$ cat config.mk
export PLATFORM = sky130hd
export DESIGN_NAME = pixel_pack_ctrl
export DESIGN_NICKNAME = d
export VERILOG_FILES = /design/src/rtl/pixel_pack_ctrl.sv
export SDC_FILE = /design/constraint.sdc
export NUM_CORES = 1
export LEC_CHECK = 0
export CORE_MARGIN = 2
export CORE_UTILIZATION = 65
export CTS_BUF_LIST = sky130_fd_sc_hd__clkbuf_8
export CTS_CLUSTER_DIAMETER = 40
export DETAILED_ROUTE_END_ITERATION = 8
export DONT_BUFFER_PORTS = 1
export GPL_TIMING_DRIVEN = 0
export PLACE_DENSITY = 0.82
export SYNTH_ARGS = -nofsm -noshare
export SYNTH_HDL_FRONTEND = slang
export SYNTH_SLANG_ARGS = --single-unit
export TNS_END_PERCENT = 1
$ cat constraint.sdc
create_clock -name clk -period 3.12 [get_ports clk]
set_clock_uncertainty 0.2 [all_clocks]
set_input_delay 0.156 -clock clk [delete_from_list [all_inputs] [get_ports clk]]
set_output_delay 0.156 -clock clk [all_outputs]
set_load 0.1 [all_outputs]
$ cat src/rtl/pixel_pack_ctrl.sv
// pixel_pack_ctrl
//   Packs a stream of 8-bit pixels into 32-bit words (first pixel in the low
//   byte) and writes each word to word-addressed memory at an
//   auto-incrementing address. A short final word is filled with PAD_BYTE.
//   A one-cycle done pulse marks the end of each frame.
//
// Ports
//   clk        : system clock, rising edge
//   rst_n      : asynchronous active-low reset
//   start      : one-cycle frame start pulse, sampled only when idle
//   num_pixels : pixel count of the frame, latched on an accepted start
//   pix_in     : pixel byte
//   pix_valid  : pix_in is valid
//   pix_ready  : pixel accepted this cycle when pix_valid is also high
//   word_out   : packed word {lane3, lane2, lane1, lane0}
//   word_addr  : target word address
//   word_we    : write request, held until word_ack
//   word_ack   : memory accepts the word this cycle
//   busy       : high whenever a frame is in progress
//   done       : one-cycle pulse at end of frame
module pixel_pack_ctrl #(
    parameter int unsigned       ADDR_W    = 16,
    parameter logic [ADDR_W-1:0] BASE_ADDR = '0,
    parameter logic [7:0]        PAD_BYTE  = 8'h00
) (
    input  logic              clk,
    input  logic              rst_n,
    input  logic              start,
    input  logic [ADDR_W+1:0] num_pixels,
    input  logic [7:0]        pix_in,
    input  logic              pix_valid,
    output logic              pix_ready,
    output logic [31:0]       word_out,
    output logic [ADDR_W-1:0] word_addr,
    output logic              word_we,
    input  logic              word_ack,
    output logic              busy,
    output logic              done
);

    localparam logic [1:0] IDLE  = 2'd0;
    localparam logic [1:0] FILL  = 2'd1;
    localparam logic [1:0] WRITE = 2'd2;
    localparam logic [1:0] DONE  = 2'd3;

    localparam logic [31:0]       PAD_WORD = {4{PAD_BYTE}};
    localparam logic [ADDR_W+1:0] REM_ONE  = {{(ADDR_W+1){1'b0}}, 1'b1};

    logic [1:0]        state;
    logic [1:0]        lane;
    logic [ADDR_W+1:0] remaining;

    // The only unregistered output: ready is a pure decode of the state.
    assign pix_ready = (state == FILL);

    // word_out doubles as the lane storage, so it is always the word being
    // assembled and is naturally stable while a write waits for word_ack.
    always_ff @(posedge clk or negedge rst_n) begin
        if (!rst_n) begin
            state     <= IDLE;
            lane      <= '0;
            remaining <= '0;
            word_out  <= '0;
            word_addr <= BASE_ADDR;
            word_we   <= 1'b0;
            busy      <= 1'b0;
            done      <= 1'b0;
        end else begin
            case (state)
                IDLE: begin
                    if (start) begin
                        busy <= 1'b1;
                        if (num_pixels != '0) begin
                            remaining <= num_pixels;
                            word_addr <= BASE_ADDR;
                            lane      <= '0;
                            word_out  <= PAD_WORD;
                            state     <= FILL;
                        end else begin
                            done  <= 1'b1;
                            state <= DONE;
                        end
                    end
                end

                FILL: begin
                    if (pix_valid) begin
                        word_out[{lane, 3'b000} +: 8] <= pix_in;
                        lane      <= lane + 2'd1;
                        remaining <= remaining - REM_ONE;
                        // Close the word on a full lane set or on the last pixel.
                        if (lane == 2'd3 || remaining == REM_ONE) begin
                            word_we <= 1'b1;
                            state   <= WRITE;
                        end
                    end
                end

                WRITE: begin
                    if (word_ack) begin
                        word_we   <= 1'b0;
                        word_addr <= word_addr + 1'b1;
                        word_out  <= PAD_WORD;
                        lane      <= '0;
                        if (remaining == '0) begin
                            done  <= 1'b1;
                            state <= DONE;
                        end else begin
                            state <= FILL;
                        end
                    end
                end

                default: begin
                    done  <= 1'b0;
                    busy  <= 1'b0;
                    state <= IDLE;
                end
            endcase
        end
    end

endmodule
==> results by group, run 1 <==
Global routing
  • GRT Total Usage: 32.9%
  • Final global-route overflow total: 0
  • Initial antenna violation count: 0
  • First-pass GRT wire length: 18,400 um
  • Vias in the first global route: about 3.8k
  • Largest net degree at the start of global routing: 74

Floorplanning
  • Core Area: 5990 sq um
  • DIE HEIGHT: about 83 um
  • Die Wd: 83.1 um
  • Rows: 28
  • Total die area: 6910 sq um
  • I/O Pins: 83
  • Initial core utilization: 67.9%

Final layout
  • Diodes inserted: 0
  • P&R area growth vs syn: 17.7%
  • Multi-input gate area: ~2100 sq um
  • # fillers: 397
  • Register area: 1830 sq um
  • Post-route insts no fill: 599
  • Most frequent cells in the layout: nand2_1 (93), dfrtp_1 (71), o21ai_0 (42), nor2_1 (31), dlygate4sd3_1 (30)
  • Layout cells sized above 1: 8.97%
  • Final Cell Area: 4790 sq um
  • Commonest non-fill, non-tap cell in the layout: nand2_1
  • NumNets Final: between 500 and 600

Worst setup path
  • Crit start category: flip-flop
  • Flop2flop setup slack: 140 ps
  • Reg-to-reg startpoint: word_addr[2]
  • R2R cell count: 5
  • Worst-path maximum fanout: 6
  • Reg2reg end: word_addr[15]
  • Critical Path Start: word_addr[2]
  • Worst Path Required: 3210 ps
  • CP endpoint kind: flip-flop
  • Worst setup path endpoint: word_addr[15]
  • CP arrival: 3070 ps
  • Type of the worst setup path: reg -> reg

CTS
  • Root buffer cell: clkbuf_8
  • Clk_lat worst skew: 360 ps
  • Clock tree buffer depth: 2
  • H-tree lvl count: 3
  • Clock Sinks: 73
  • TritonCTS clock tree: yes
  • CTS buffer count: 9
  • Clk slew on worst S/H paths: approximately 80 ps

Detailed routing
  • Vias per cell: between 6 and 7
  • Routed len/inst: 19.1 um
  • Post-Route WL: 11,400 um
  • Routed Antenna Nets: 0
  • First-pass iteration count of the detailed router: 5
  • # DRC: 0
  • DR iter-0 viols: 347
  • Via count: approximately 4k

Timing
  • # setup viols final: 0
  • Period minus WS final: about 3000 ps
  • Max-slew violations: 0
  • Slew margin rel.: 29.7%
  • Worst slew pin tran: 1060 ps
  • Max Fclk: 335 MHz
  • Final Cycle Share: 95.6%
  • Final Hold Vio Count: 0
  • Setup TNS Final: 0 ps
  • RSZ-0062 raised after global routing: true
  • Hold Worst Slack: around 33 ps

Power
  • P_int: about 2.2 mW
  • Switching Fraction: about half
  • Peak VDD IR: 0.717 mV
  • PwrDens: 952 nW/um^2
  • P_sw: about 2.4 mW
  • Comb power frac: around two fifths
  • Reg power frac: 43.0%
  • Clock Power Share: 18.4%
  • Leak: 1.93 nW

Logic synthesis
  • Dominant synthesized flop cell: dfrtp_1
  • Post-synthesis instance total: about 470
  • Syn Nets: 515
  • Synth Register Bits: 73
  • Cell variety after synth: 50
  • Ys async rst share: 100%
  • Synth Area per Inst: 8.60 sq um
  • Register area share after synthesis: 44.9%
  • Syn. warnings: 0
  • EDFF count, synth: 0
  • Post-Syn Area: 4070 sq um

Placement
  • HPWL Detailed: approximately 7400 um
  • IO buf count: 0
  • Placed Area: between 4000 and 5000 sq um
  • Dpl cells: 548
  • Global placement routability congestion: 0.955

Outcome
  • Result of the run: finished clean

Flow run
  • Max-cap violations: 0

Min path
  • Hold WC Path Type: in -> reg
[Yosys cell counts (5+ instances only)]
cell type   n  area (sq um)
nand3_1    12          60.1
nand2_1    93           349
o221ai_1    9          78.8
a21oi_1    25           125
dfrtp_1    73          1830
ha_1       11           138
inv_1      17          63.8
a211oi_1   10          75.1
nor3_1     12          60.1
clkbuf_1   21          78.8
nor4_1     13          81.3
nor2_1     31           116
o32ai_1     5          43.8
nand3b_1    8          60.1
or4_1       6          45.0
o31ai_1     9          67.6
and3_1     11          68.8
o21ai_0    42           210
[repair_timing]
action | in CTS | in global routing
pin swaps | 0 | 1
setup endpoints to repair | 50 | 46
endpoints found under the hold margin | 127 | 0
hold buffers | 31 | 0
setup buffers | 0 | 4
resized for setup | 5 | 11
[metal layers]
metal	global-route usage [%]	vias up	share of wire, %
met2	54.5	231	49
met5	0	-	0
met3	5.96	39	8.2
li1	-	1831	-
met1	42.4	1913	40
met4	14.2	0	2.8
[flip-flops by register name, summed over array words and instances (netlist names)]
register and count:
done 1, word_addr 16, state 2, remaining 18, lane 2, busy 1, word_out 32, word_we 1
[area by class of cell]
type	count	share of cell area, %
sequential	73	38.2
clock inverter	7	1.99
timing repair buffer	35	7.48
clock buffer	9	2.59
multi-input combinational	360	44.5
inverter	17	1.33
buffer	23	1.99
tap	75	1.96
[power groups by stage]
| stage | clock [mW] | sequential (mW) | combinational, mW |
|---|---|---|---|
| final | 0.840 | 1.96 | 1.76 |
| after global routing | 0.877 | 1.98 | 1.92 |
| after CTS | 0.839 | 1.94 | 1.68 |
| after detailed placement | 0 | 1.95 | 1.58 |
| after global placement | 0 | 1.94 | 1.54 |
| after floorplan | 0 | 1.88 | 1.25 |
[worst max-delay path, stage by stage, from the launching register on]
cell and delay (ps):
dfrtp_1 990, and3_1 340, and3_1 230, nand4_1 260, or4b_2 730, a21oi_1 160
[kinds of logic (layout without fill, tap and decap cells)]
family                     Yosys count  count (layout)  synth area share, %
AOI/OAI and AO/OA                  128             128                 20.7
DFF                                 73              73                 44.9
buffers and inverters               40              91                 3.75
and+or+nand+nor                    219             219                 26.7
muxes                                2               2                0.492
adders and majority gates           11              11                 3.38
[metrics by stage]
step / setup slack, ps / power [mW] / util (%)
after global routing: -7.59 / 4.78 / 79.9
final: 137 / 4.56 / 79.9
after CTS: 17.7 / 4.46 / 79.0
after global placement: -370 / 3.48 / 69.5
after detailed placement: -386 / 3.53 / 69.5
after floorplan: 262 / 3.13 / -
[how the worst min path moves through the flow]
stage                     startpoint            to  slack [ps]  cells after the start
final                       word_ack      state[1]          30                      4
after global routing        word_ack      state[1]          50                      4
after CTS                   word_ack      state[1]          10                      4
after detailed placement       rst_n  word_out[14]        -340                      0
after global placement         rst_n  word_out[14]        -340                      0
after floorplan                rst_n          busy        -340                      0
Power figures use the tool's default switching activity.
==> run 2: changes to the inputs <==
--- a/config.mk
+++ b/config.mk
@@ -6,13 +6,13 @@
 export NUM_CORES = 1
 export LEC_CHECK = 0
 export CORE_MARGIN = 2
-export CORE_UTILIZATION = 65
+export CORE_UTILIZATION = 60
 export CTS_BUF_LIST = sky130_fd_sc_hd__clkbuf_8
 export CTS_CLUSTER_DIAMETER = 40
 export DETAILED_ROUTE_END_ITERATION = 8
 export DONT_BUFFER_PORTS = 1
 export GPL_TIMING_DRIVEN = 0
-export PLACE_DENSITY = 0.82
+export PLACE_DENSITY = 0.8
 export SYNTH_ARGS = -nofsm -noshare
 export SYNTH_HDL_FRONTEND = slang
 export SYNTH_SLANG_ARGS = --single-unit
==> constraint.sdc (replaced) <==
create_clock -name clk -period 2.7 [get_ports clk]
set_clock_uncertainty 0.2 [all_clocks]
set_input_delay 0.135 -clock clk [delete_from_list [all_inputs] [get_ports clk]]
set_output_delay 0.135 -clock clk [all_outputs]
set_load 0.1 [all_outputs]
==> results by group, run 2 (synthesis gave the netlist of run 1 again) <==
Detailed routing
  • Post-Route WL: 11,500 um (+0.74%)
  • Via count: 4,007 (-0.17%)
  • Routed len/inst: 19.2 um (+0.58%)
  • First-pass iteration count of the detailed router: 5 (unchanged)
  • DR iter-0 viols: 270 (-22%)
  • Vias per cell: 6.68 (-0.34%)
  • # DRC: 0 (unchanged)
  • Routed Antenna Nets: 0 (unchanged)

Worst setup path
  • Worst Path Required: 2730 ps (-480 ps)
  • Cell type group with the largest total delay on the critical path: compound AO/OA/AOI/OAI gates
  • Worst-path maximum fanout: 10 (+4)
  • CP arrival: 2760 ps (-310 ps)
  • Type of the worst setup path: reg -> reg
  • CP peak stage delay: 430 ps (-560 ps)
  • CP max-delay cell: dfrtp_1
  • Worst path buffer plus inverter count: 4 (+4)
  • CP Cell Sequence: inv_1 -> ha_4 -> clkbuf_8 -> inv_1 -> a211oi_4 -> clkbuf_8 -> nand2_1 -> a221o_1
  • Flop2flop setup slack: -30 ps (-170 ps)
  • Crit start category: flip-flop
  • CP endpoint kind: flip-flop

Floorplanning
  • Initial core utilization: 60.9% (-7.0 points)
  • I/O Pins: 83 (unchanged)
  • DIE HEIGHT: 86.3 um (+3.9%)
  • Die Wd: 86.3 um (+3.9%)
  • Core Area: 6680 sq um (+12%)
  • Total die area: 7450 sq um (+7.9%)
  • Rows: 30 (+7.1%)

Timing
  • Period minus WS final: 2730 ps (-255 ps)
  • Slew margin rel.: 31.6% (+1.9 points)
  • # setup viols final: 2 (+2)
  • Setup slack after layout: -27.8 ps (-165 ps)
  • Max-slew violations: 0 (unchanged)
  • Max Fclk: 367 MHz (+9.3%)
  • Final Cycle Share: 101% (+5.4 points)
  • Final Hold Vio Count: 0 (unchanged)
  • RSZ-0062 raised after global routing: true
  • Worst slew pin tran: 1030 ps (-28.5 ps)
  • Setup TNS Final: -51.2 ps (-51.2 ps)

Flow run
  • Max-cap violations: 0 (unchanged)

CTS
  • Clock Sinks: 73 (unchanged)
  • Clk_lat worst skew: 340 ps (-20 ps)
  • Clock tree buffer depth: 2 (unchanged)
  • TritonCTS clock tree: yes
  • Root buffer cell: clkbuf_8
  • H-tree lvl count: 3 (unchanged)
  • Clk slew on worst S/H paths: 80 ps (about the same)
  • CTS buffer count: 9 (unchanged)

Final layout
  • Most frequent cells in the layout: nand2_1 (93), dfrtp_1 (65), o21ai_0 (41), nor2_1 (31), dlygate4sd3_1 (30)
  • Layout cells sized above 1: 13.3% (+4.3 points)
  • Post-route insts no fill: 600 (+0.17%)
  • NumNets Final: 557 (-0.71%)
  • Top reg by flops: word_out
  • Diodes inserted: 0 (unchanged)
  • Max reg flops: 32 (unchanged)
  • Commonest non-fill, non-tap cell in the layout: nand2_1
  • Top flop regs: word_out (32), remaining (18), word_addr (16)
  • P&R area growth vs syn: 21.7%

Global routing
  • Initial antenna violation count: 0 (unchanged)
  • GRT Total Usage: 31.1% (-1.7 points)
  • Vias in the first global route: 3,882 (+2.2%)
  • Largest net degree at the start of global routing: 74 (unchanged)
  • Final global-route overflow total: 0 (unchanged)
  • First-pass GRT wire length: 18,400 um (about the same)

Placement
  • IO buf count: 0 (unchanged)
  • HPWL Detailed: 7470 um (+1.4%)
  • Dpl cells: 553 (+0.91%)
  • Global placement routability congestion: 0.966 (+1.2%)

Min path
  • Hold WC Path Type: in -> reg

Outcome
  • Result of the run: finished with violations
  • Failing checks: setup timing

Power
  • Leak: 2.00 nW (+3.6%)
  • Peak VDD IR: 0.670 mV (-6.6%)
  • PwrDens: 1130 nW/um^2 (+18%)
run 2: cell types whose count changed in the layout (fill, tap and decap cells not counted), sizes merged:
cell,before,now
inv,19,17
clkinvlp,3,1
clkinv,0,2
bufinv,2,3
clkbuf,30,27
run 2: layer usage:
layer,GRT usage [%],share of wire (%)
met5,0,0
met4,15.1,3.7
met3,7.81,8.9
met2,51.5,49
met1,38.0,38
run 2: final timing paths:
kind | endpoint | cells after the start | from
min in group asynchronous | word_out[15] | 2 | rst_n
min | state[1] | 4 | word_ack
max in group asynchronous | word_addr[10] | 2 | rst_n
min reg2reg | remaining[0] | 1 | remaining[0]
max reg2reg | remaining[9] | 8 | state[1]
max | remaining[9] | 8 | state[1]
run 2: report_power, final:
part           switching, mW  leakage [nW]  internal [mW]
logic                   1.43         0.938          0.809
clock network          0.428         0.123          0.642
registers              0.923         0.943           1.34
total                   2.78          2.00           2.79
run 2: timing repair:
| action | in CTS | in global routing |
|---|---|---|
| setup endpoints to repair | 67 | 67 |
| endpoints found under the hold margin | 127 | 0 |
| hold buffers | 31 | 0 |
| pin swaps | 2 | 2 |
| setup buffers | 1 | 0 |
| resized for setup | 39 | 24 |
run 2: final cells by class:
type,count,area [sq um]
Buffer,22,129
Clock buffer,10,138
Clock inverter,6,115
Fill cell,471,1730
Inverter,17,63.8
Multi-Input combinational cell,360,2230
Sequential cell,73,1840
Tap cell,80,100
Timing Repair Buffer,32,335
run 2: tightest hold or removal path, stage by stage:
cell       delay [ps]
nor2b_2            50
nor2_1            150
nand2_1            90
o2bb2ai_1         120
run 2: metrics by stage:
step	setup WS, ps	utilization [%]	instance area [sq um]	hold WS (ps)	total power, mW
2_1_floorplan	-112	-	4080	-361	3.63
5_1_grt	-105	74.1	4950	72.2	5.86
3_5_place_dp	-724	62.6	4180	-358	4.13
4_1_cts	-17.3	73.4	4900	7.78	5.43
6_report	-27.8	74.1	4950	41.2	5.57
3_3_place_gp	-594	62.6	4180	-359	4.04
